===== config.mk =====
export PLATFORM = sky130hd
export DESIGN_NAME = oem_out_serializer
export DESIGN_NICKNAME = d
export VERILOG_FILES = /design/src/rtl/oem_out_serializer.sv
export SDC_FILE = /design/constraint.sdc
export NUM_CORES = 1
export LEC_CHECK = 0
export CAP_MARGIN = 20
export CORE_MARGIN = 3
export CORE_UTILIZATION = 53
export DETAILED_ROUTE_END_ITERATION = 12
export PLACE_DENSITY = 0.76
export SETUP_SLACK_MARGIN = 0.05
export SYNTH_ARGS = -nofsm -noshare
export SYNTH_HDL_FRONTEND = slang
export SYNTH_SLANG_ARGS = --single-unit

===== constraint.sdc =====
create_clock -name clk -period 6 [get_ports clk]
set_input_delay 1.2 -clock clk [delete_from_list [all_inputs] [get_ports clk]]
set_output_delay 1.2 -clock clk [all_outputs]
set_load 0.02 [all_outputs]

===== src/rtl/oem_out_serializer.sv =====
// Output stage of the odd-even merge sorter: buffers up to two sorted vectors
// and streams their elements out lowest lane first on a ready/valid port.
module oem_out_serializer #(
   parameter int DATA_WIDTH = 8,
   parameter int N          = 8,
   parameter int IDX_W      = $clog2(N)
) (
   input  logic                    clk,
   input  logic                    rst,
   input  logic                    in_valid,
   input  logic [N*DATA_WIDTH-1:0] in_data,
   output logic                    in_ready,
   output logic                    out_valid,
   input  logic                    out_ready,
   output logic [DATA_WIDTH-1:0]   out_data,
   output logic [IDX_W-1:0]        out_index,
   output logic                    out_last,
   output logic                    overflow,
   output logic [7:0]              drop_cnt
);

   // state | meaning
   // EMPTY | no vector buffered, output idle
   // ONE   | one vector buffered, streaming from slot[rp]
   // FULL  | both slots hold vectors; new arrivals drop unless the head drains
   typedef enum logic [1:0] {
      EMPTY = 2'd0,
      ONE   = 2'd1,
      FULL  = 2'd2
   } occ_e;

   localparam logic [IDX_W-1:0] LAST_IDX = IDX_W'(N - 1);

   occ_e                    occ_q, occ_d;
   logic                    wp_q, wp_d;
   logic                    rp_q, rp_d;
   logic [IDX_W-1:0]        idx_q, idx_d;
   logic                    overflow_q, overflow_d;
   logic [7:0]              drop_cnt_q, drop_cnt_d;
   logic [N*DATA_WIDTH-1:0] slot0_q, slot0_d;
   logic [N*DATA_WIDTH-1:0] slot1_q, slot1_d;
   logic [N*DATA_WIDTH-1:0] head_vec;
   logic [DATA_WIDTH-1:0]   head_lane [N];
   logic                    hs;
   logic                    drain;
   logic                    capture;
   logic                    drop;

   assign head_vec = rp_q ? slot1_q : slot0_q;

   for (genvar k = 0; k < N; k++) begin : g_lane
      assign head_lane[k] = head_vec[k*DATA_WIDTH +: DATA_WIDTH];
   end

   // Outputs depend on registered state only; out_ready feeds next-state logic.
   assign out_valid = (occ_q != EMPTY);
   assign out_data  = out_valid ? head_lane[idx_q] : '0;
   assign out_index = idx_q;
   assign out_last  = out_valid & (idx_q == LAST_IDX);
   assign in_ready  = (occ_q != FULL);
   assign overflow  = overflow_q;
   assign drop_cnt  = drop_cnt_q;

   assign hs      = out_valid & out_ready;
   assign drain   = hs & (idx_q == LAST_IDX);
   assign capture = in_valid & ((occ_q != FULL) | drain);
   assign drop    = in_valid & (occ_q == FULL) & ~drain;

   always_comb begin
      occ_d      = occ_q;
      wp_d       = wp_q;
      rp_d       = rp_q;
      idx_d      = idx_q;
      overflow_d = overflow_q;
      drop_cnt_d = drop_cnt_q;
      slot0_d    = slot0_q;
      slot1_d    = slot1_q;

      case (occ_q)
         EMPTY: if (capture) occ_d = ONE;
         ONE: begin
            if (capture & ~drain)      occ_d = FULL;
            else if (drain & ~capture) occ_d = EMPTY;
         end
         FULL:    if (drain & ~capture) occ_d = ONE;
         default: occ_d = EMPTY;
      endcase

      if (capture) begin
         wp_d = ~wp_q;
         if (wp_q) slot1_d = in_data;
         else      slot0_d = in_data;
      end

      if (hs) begin
         if (idx_q == LAST_IDX) begin
            idx_d = '0;
            rp_d  = ~rp_q;
         end else begin
            idx_d = idx_q + IDX_W'(1);
         end
      end

      if (drop) begin
         overflow_d = 1'b1;
         if (drop_cnt_q != 8'hFF) drop_cnt_d = drop_cnt_q + 8'd1;
      end
   end

   always_ff @(posedge clk) begin
      if (rst) begin
         occ_q      <= EMPTY;
         wp_q       <= 1'b0;
         rp_q       <= 1'b0;
         idx_q      <= '0;
         overflow_q <= 1'b0;
         drop_cnt_q <= 8'd0;
      end else begin
         occ_q      <= occ_d;
         wp_q       <= wp_d;
         rp_q       <= rp_d;
         idx_q      <= idx_d;
         overflow_q <= overflow_d;
         drop_cnt_q <= drop_cnt_d;
      end
   end

   // Slot contents are don't-care after reset; occupancy alone gates the output.
   always_ff @(posedge clk) begin
      slot0_q <= slot0_d;
      slot1_q <= slot1_d;
   end

endmodule


==> out/metrics.yaml, run 1 <==
yosysSeqAreaShare: 0.727
dp.cells: 544
vias: 3304
status: "finished clean"
arrival_ns: 3.44
r2r_cells: 6
start_util: 0.550
area_delta_synth_final_pct: 29.8
path_max_fanout: 15
rsz0062_at_grt: "false"
r2r_slack_ns: 3.05
reg2reg_from: "out_index[0]"
grt_pass1_wl_um: 17900
cts_hold_buf: 0
crit_slowest_cell: "nor2b_1"
numPortBuffers: 90
die_h_um: 110
fmax_ghz: 0.215
slew_violations: 0
cts_root_buf: "clkbuf_8"
leakage_nw: 2.49
peakVddDrop_mv: 0.196
clkSinkCount: 144
slowest_delay_ns: 0.78
post_cts_buffers: 0
crit_chain: "nor2b_1 > a22oi_1 > a22o_1 > a221o_1 > clkdlybuf4s50_1"
final_common_cell: "edfxtp_1"
hold_depth: 2
skew_ns: 0.0129
fin_crit_sh: 0.774
drive_gt1_frac: 0.140
detailed_place_hpwl_um: 7230
hold_viol: 0
setup_violations: 0
holdPathEnd: "overflow"
drt_iter0_drc: 311
gp_congestion: 0.742
final_util: 0.714
detail_route.wl_per_cell_um: 19.5
most-common-layout-cells: "edfxtp_1, clkdlybuf4s50_1, mux2i_1, clkbuf_16, mux4_2"
wirelength_um: 11300
drcViolationCount: 0
synthesis.nets: 399
cts-buffers-inserted: 17
detail-route-antenna-nets: 0
dieArea_um2: 12100
max_slew_margin: 0.402
grt_pass1_vias: 3536
syn_inst: 326
crit_type: "reg -> out"
fp.dieW_um: 110
p_per_area_nw_per_um2: 322
min-delay-start: "overflow"
final.setup.tns_ns: 0
fillers: 680
required_ns: 4.80
drv_cap: 0
clock_path_buffers: 2
grt_usage: 0.204
yosysWarnings: 0
min_path_type: "reg -> reg"
cts-resized-gates: 0
synth_area_per_cell_um2: 17.6
antenna_found_initial: 0
clk_pin_slew_ns: 0.06
stdcell_count: 578
cp-start-kind: "register"
firstDrtPassIters: 4
timing.rr.end: "slot0_q[23]"
tightest_slew_ns: 0.891
htree_levels: 4
post-route-min-period_ns: 4.64
viasPerCell: 5.72
core_area_um2: 10400
fin_total_pwr_w: 0.00240
yosys_register_bits: 144
cp-end-kind: "output pin"
clk_latency_ns: 0.52
fin_nets: 502
rows: 37
ys_types: 39
grt_overflow: 0
antennaDiodeCount: 0
grt_max_degree: 65
synthesis.area_um2: 5730
cts_tree: "built"
io_pins: 91
## area by class of cell
| type | instances | area [um2] | area share |
|---|---|---|---|
| well taps | 136 | 170 | 0.0229 |
| clock inverters | 5 | 32.5 | 0.00438 |
| flip-flops and latches | 144 | 4170 | 0.560 |
| repair buffers | 97 | 973 | 0.131 |
| clock buffers | 27 | 587 | 0.0789 |
| inverters | 8 | 30.0 | 0.00404 |
| multi-input cells | 161 | 1480 | 0.198 |
## report_power, final
group          switching (W)  leakage (nW)  internal, W  total [W]
logic              0.0000860         0.848    0.0000831   0.000169
registers          0.0000171          1.33      0.00116    0.00118
clock network       0.000385         0.311     0.000664    0.00105
total               0.000489          2.49      0.00191    0.00240
## stage by stage
stage / setup WS, ns / instance area, um2 / hold WS (ns)
2_1_floorplan: 1.30 / 5730 / 0.521
3_3_place_gp: 1.98 / 6780 / 0.439
3_5_place_dp: 1.96 / 6780 / 0.446
4_1_cts: 1.30 / 7400 / 0.453
5_1_grt: 1.18 / 7430 / 0.487
6_report: 1.36 / 7430 / 0.453
## registers in the layout, summed over array words and instances, names as in the netlist
register / cells
overflow: 1
rp_q: 1
slot0_q: 64
out_index: 3
slot1_q: 64
wp_q: 1
occ_q: 2
drop_cnt: 8
## synth_stat cells
| library cell | n | share of area |
|---|---|---|
| o22a_1 | 1 | 0.0015 |
| xnor2_1 | 2 | 0.0031 |
| nor2_1 | 14 | 0.0092 |
| a22o_1 | 6 | 0.0092 |
| nand3b_1 | 1 | 0.0013 |
| inv_1 | 8 | 0.0052 |
| and3_1 | 7 | 0.0076 |
| and4b_1 | 1 | 0.0017 |
| clkbuf_1 | 5 | 0.0033 |
| o21ai_0 | 3 | 0.0026 |
| a311oi_1 | 1 | 0.0015 |
| clkbuf_2 | 1 | 0.00087 |
| buf_4 | 2 | 0.0026 |
| buf_1 | 2 | 0.0013 |
| ha_1 | 5 | 0.011 |
| o31ai_1 | 2 | 0.0026 |
| nand3_1 | 8 | 0.0070 |
| mux2_2 | 1 | 0.0020 |
| nor3_1 | 4 | 0.0035 |
| buf_6 | 2 | 0.0039 |
| a22oi_1 | 14 | 0.018 |
| and2b_2 | 1 | 0.0015 |
| a21oi_1 | 7 | 0.0061 |
| a221o_1 | 6 | 0.010 |
| mux4_2 | 18 | 0.071 |
| buf_2 | 1 | 0.00087 |
| or4_1 | 2 | 0.0026 |
| dfxtp_1 | 16 | 0.056 |
| edfxtp_1 | 128 | 0.67 |
| a21bo_2 | 1 | 0.0017 |
| a41oi_1 | 1 | 0.0015 |
| mux2i_1 | 32 | 0.056 |
| nor2b_1 | 6 | 0.0066 |
| or3_1 | 2 | 0.0022 |
| nand4_1 | 3 | 0.0033 |
| and2_1 | 2 | 0.0022 |
| and4_1 | 1 | 0.0015 |
| a31oi_1 | 1 | 0.0011 |
| nand2_1 | 8 | 0.0052 |
## cell families after synthesis
logic type / share of synthesized area
DFF: 0.727
and+or+nand+nor: 0.0555
muxes: 0.129
AOI/OAI and AO/OA: 0.0568
buffers and inverters: 0.0181
adders and majority gates: 0.0109
xor gates and xnor gates: 0.00306
## worst max-delay path by stage
stage / startpoint / end / slack, ns / cells after the start
floorplan: out_ready / slot0_q[0] / 1.30 / 3
finish: out_index[0] / out_data[2] / 1.36 / 5
CTS: out_index[0] / out_data[3] / 1.30 / 5
global route: out_index[0] / out_data[3] / 1.18 / 5
global placement: rp_q / out_data[7] / 1.98 / 4
detailed placement: out_index[0] / out_data[3] / 1.96 / 5
## worst max-delay path, delay by kind of cell (launching register included)
kind            cells  cell delay (ns)
flops               1             0.70
buf+inv             1             0.55
compound gates      3             0.90
simple gates        1             0.78
## per-layer routing
| layer | wire (um) | share of wire | track usage |
|---|---|---|---|
| met2 | 5940 | 0.53 | 0.344 |
| met5 | 0 | 0 | 0 |
| met3 | 712 | 0.063 | 0.0523 |
| met1 | 4430 | 0.39 | 0.246 |
| met4 | 191 | 0.017 | 0.0953 |
No activity file was read; power rests on OpenSTA's default activity.
==> inputs of run 2 (changes only) <==
==> constraint.sdc (replaced) <==
create_clock -name clk -period 4.4 [get_ports clk]
set_input_delay 0.88 -clock clk [delete_from_list [all_inputs] [get_ports clk]]
set_output_delay 0.88 -clock clk [all_outputs]
set_load 0.02 [all_outputs]
==> run 2 against run 1 <==
Sequential power rose by 36%. Setup slack got worse by 0.86 ns. Combinational power rose by 41%. Cell area fell by 1.5%. Critical path type unchanged. Largest cell class unchanged.
==> out/metrics.yaml, run 2 (same netlist as run 1, synthesis figures left out) <==
clkSinkCount: 144
clk_pin_slew_ns: 0.06
rsz0062_at_grt: "false"
switching_share: 0.215
clk_latency_ns: 0.52
max_slew_margin: 0.374
slew_violations: 0
cts-buffers-inserted: 17
pwr-share-comb: 0.079
grt_util_met1: 0.230
status: "finished clean"
path_max_fanout: 40
cts_hold_buf: 0
tightest_slew_ns: 0.937
stdcell_count: 578
vias: 3253
clkPwrFrac: 0.391
htree_levels: 4
grt_pass1_vias: 3466
setup_violations: 0
post_cts_buffers: 0
peakVddDrop_mv: 0.260
fin_area_um2: 7320
cts_root_buf: "clkbuf_8"
fin_crit_sh: 0.888
fin_nets: 502
dieArea_um2: 12100
gp_congestion: 0.770
wirelength_um: 11200
top_usage_layer: "met2"
required_ns: 3.52
drv_cap: 0
cp-start-kind: "register"
cts_tree: "built"
fmax_ghz: 0.256
skew_ns: 0.0115
most-common-layout-cells: "edfxtp_1, clkdlybuf4s50_1, mux2i_1, mux4_2, clkbuf_16"
cp-end-kind: "output pin"
min_path_type: "reg -> reg"
seq_power_share: 0.531
grt_max_degree: 49
detail_route.wl_per_cell_um: 19.5
drive_gt1_frac: 0.133
globalRouteMet3Util: 0.0499
place_area_um2: 6820
grt_overflow: 0
io_pins: 91
detailed_place_hpwl_um: 7380
fp.dieW_um: 110
clock_path_buffers: 2
area_delta_synth_final_pct: 27.9
numPortBuffers: 90
die_h_um: 110
firstDrtPassIters: 5
drcViolationCount: 0
fin_total_pwr_w: 0.00303
antenna_found_initial: 0
final_common_cell: "edfxtp_1"
p_per_area_nw_per_um2: 413
grt_usage: 0.201
drt_iter0_drc: 255
intPower_w: 0.00238
dp.cells: 545
antennaDiodeCount: 0
leakage_nw: 2.42
p_sw_w: 0.000649
core_area_um2: 10400
post-route-min-period_ns: 3.91
grt_pass1_wl_um: 17600
arrival_ns: 3.03
hold_viol: 0
rows: 37
crit_type: "reg -> out"
start_util: 0.550
gr-usage-met2: 0.352
detail-route-antenna-nets: 0
cts-resized-gates: 0
final.setup.tns_ns: 0
viasPerCell: 5.63
==> run 2: cell count changes in the layout (fill, tap and decap cells not counted), sizes merged <==
| cell | previous run | this run |
|---|---|---|
| clkinv | 4 | 10 |
| inv | 9 | 8 |
| clkbuf | 27 | 18 |
| clkinvlp | 0 | 4 |
==> run 2: per-stage QoR <==
stage	hold WS, ns	worst slack (ns)	util
detailed placement	0.443	1.03	0.655
finish	0.455	0.491	0.703
global placement	0.437	1.03	0.655
global route	0.490	0.349	0.703
CTS	0.452	0.433	0.703
floorplan	0.521	0.00523	-
==> run 2: per-layer routing <==
| layer | part of all wire | vias up |
|---|---|---|
| met4 | 0.013 | 0 |
| met2 | 0.53 | 106 |
| li1 | - | 1529 |
| met3 | 0.064 | 14 |
| met1 | 0.39 | 1604 |
| met5 | 0 | - |
==> run 2: worst paths after layout <==
path              slack (ns)  cells after the start           to          from
setup / recovery        0.49                      5  out_data[3]          rp_q
hold / removal          0.45                      2     overflow      overflow
setup reg to reg        1.67                      7  slot0_q[16]  out_index[1]
hold reg to reg         0.45                      2     overflow      overflow
==> run 2: critical path, stage by stage (launching register included) <==
cell and delay (ns):
dfxtp_2 0.51, buf_12 0.32, mux4_2 0.55, a22o_1 0.19, a221o_1 0.37, clkdlybuf4s50_1 0.55
==> run 2: power groups by stage <==
stage,combinational [W],sequential [W],clock (W)
4_1_cts,0.000240,0.00161,0.00121
6_report,0.000238,0.00161,0.00118
3_3_place_gp,0.000234,0.00163,0
3_5_place_dp,0.000238,0.00163,0
5_1_grt,0.000257,0.00161,0.00126
2_1_floorplan,0.000105,0.00163,0
==> run 2: layout make-up <==
cell class / count / area (um2)
Tap cell: 136 / 170
Timing Repair Buffer: 97 / 988
Clock buffer: 18 / 418
Inverter: 8 / 30.0
Multi-Input combinational cell: 161 / 1480
Sequential cell: 144 / 4170
Fill cell: 707 / 3090
Clock inverter: 14 / 76.3
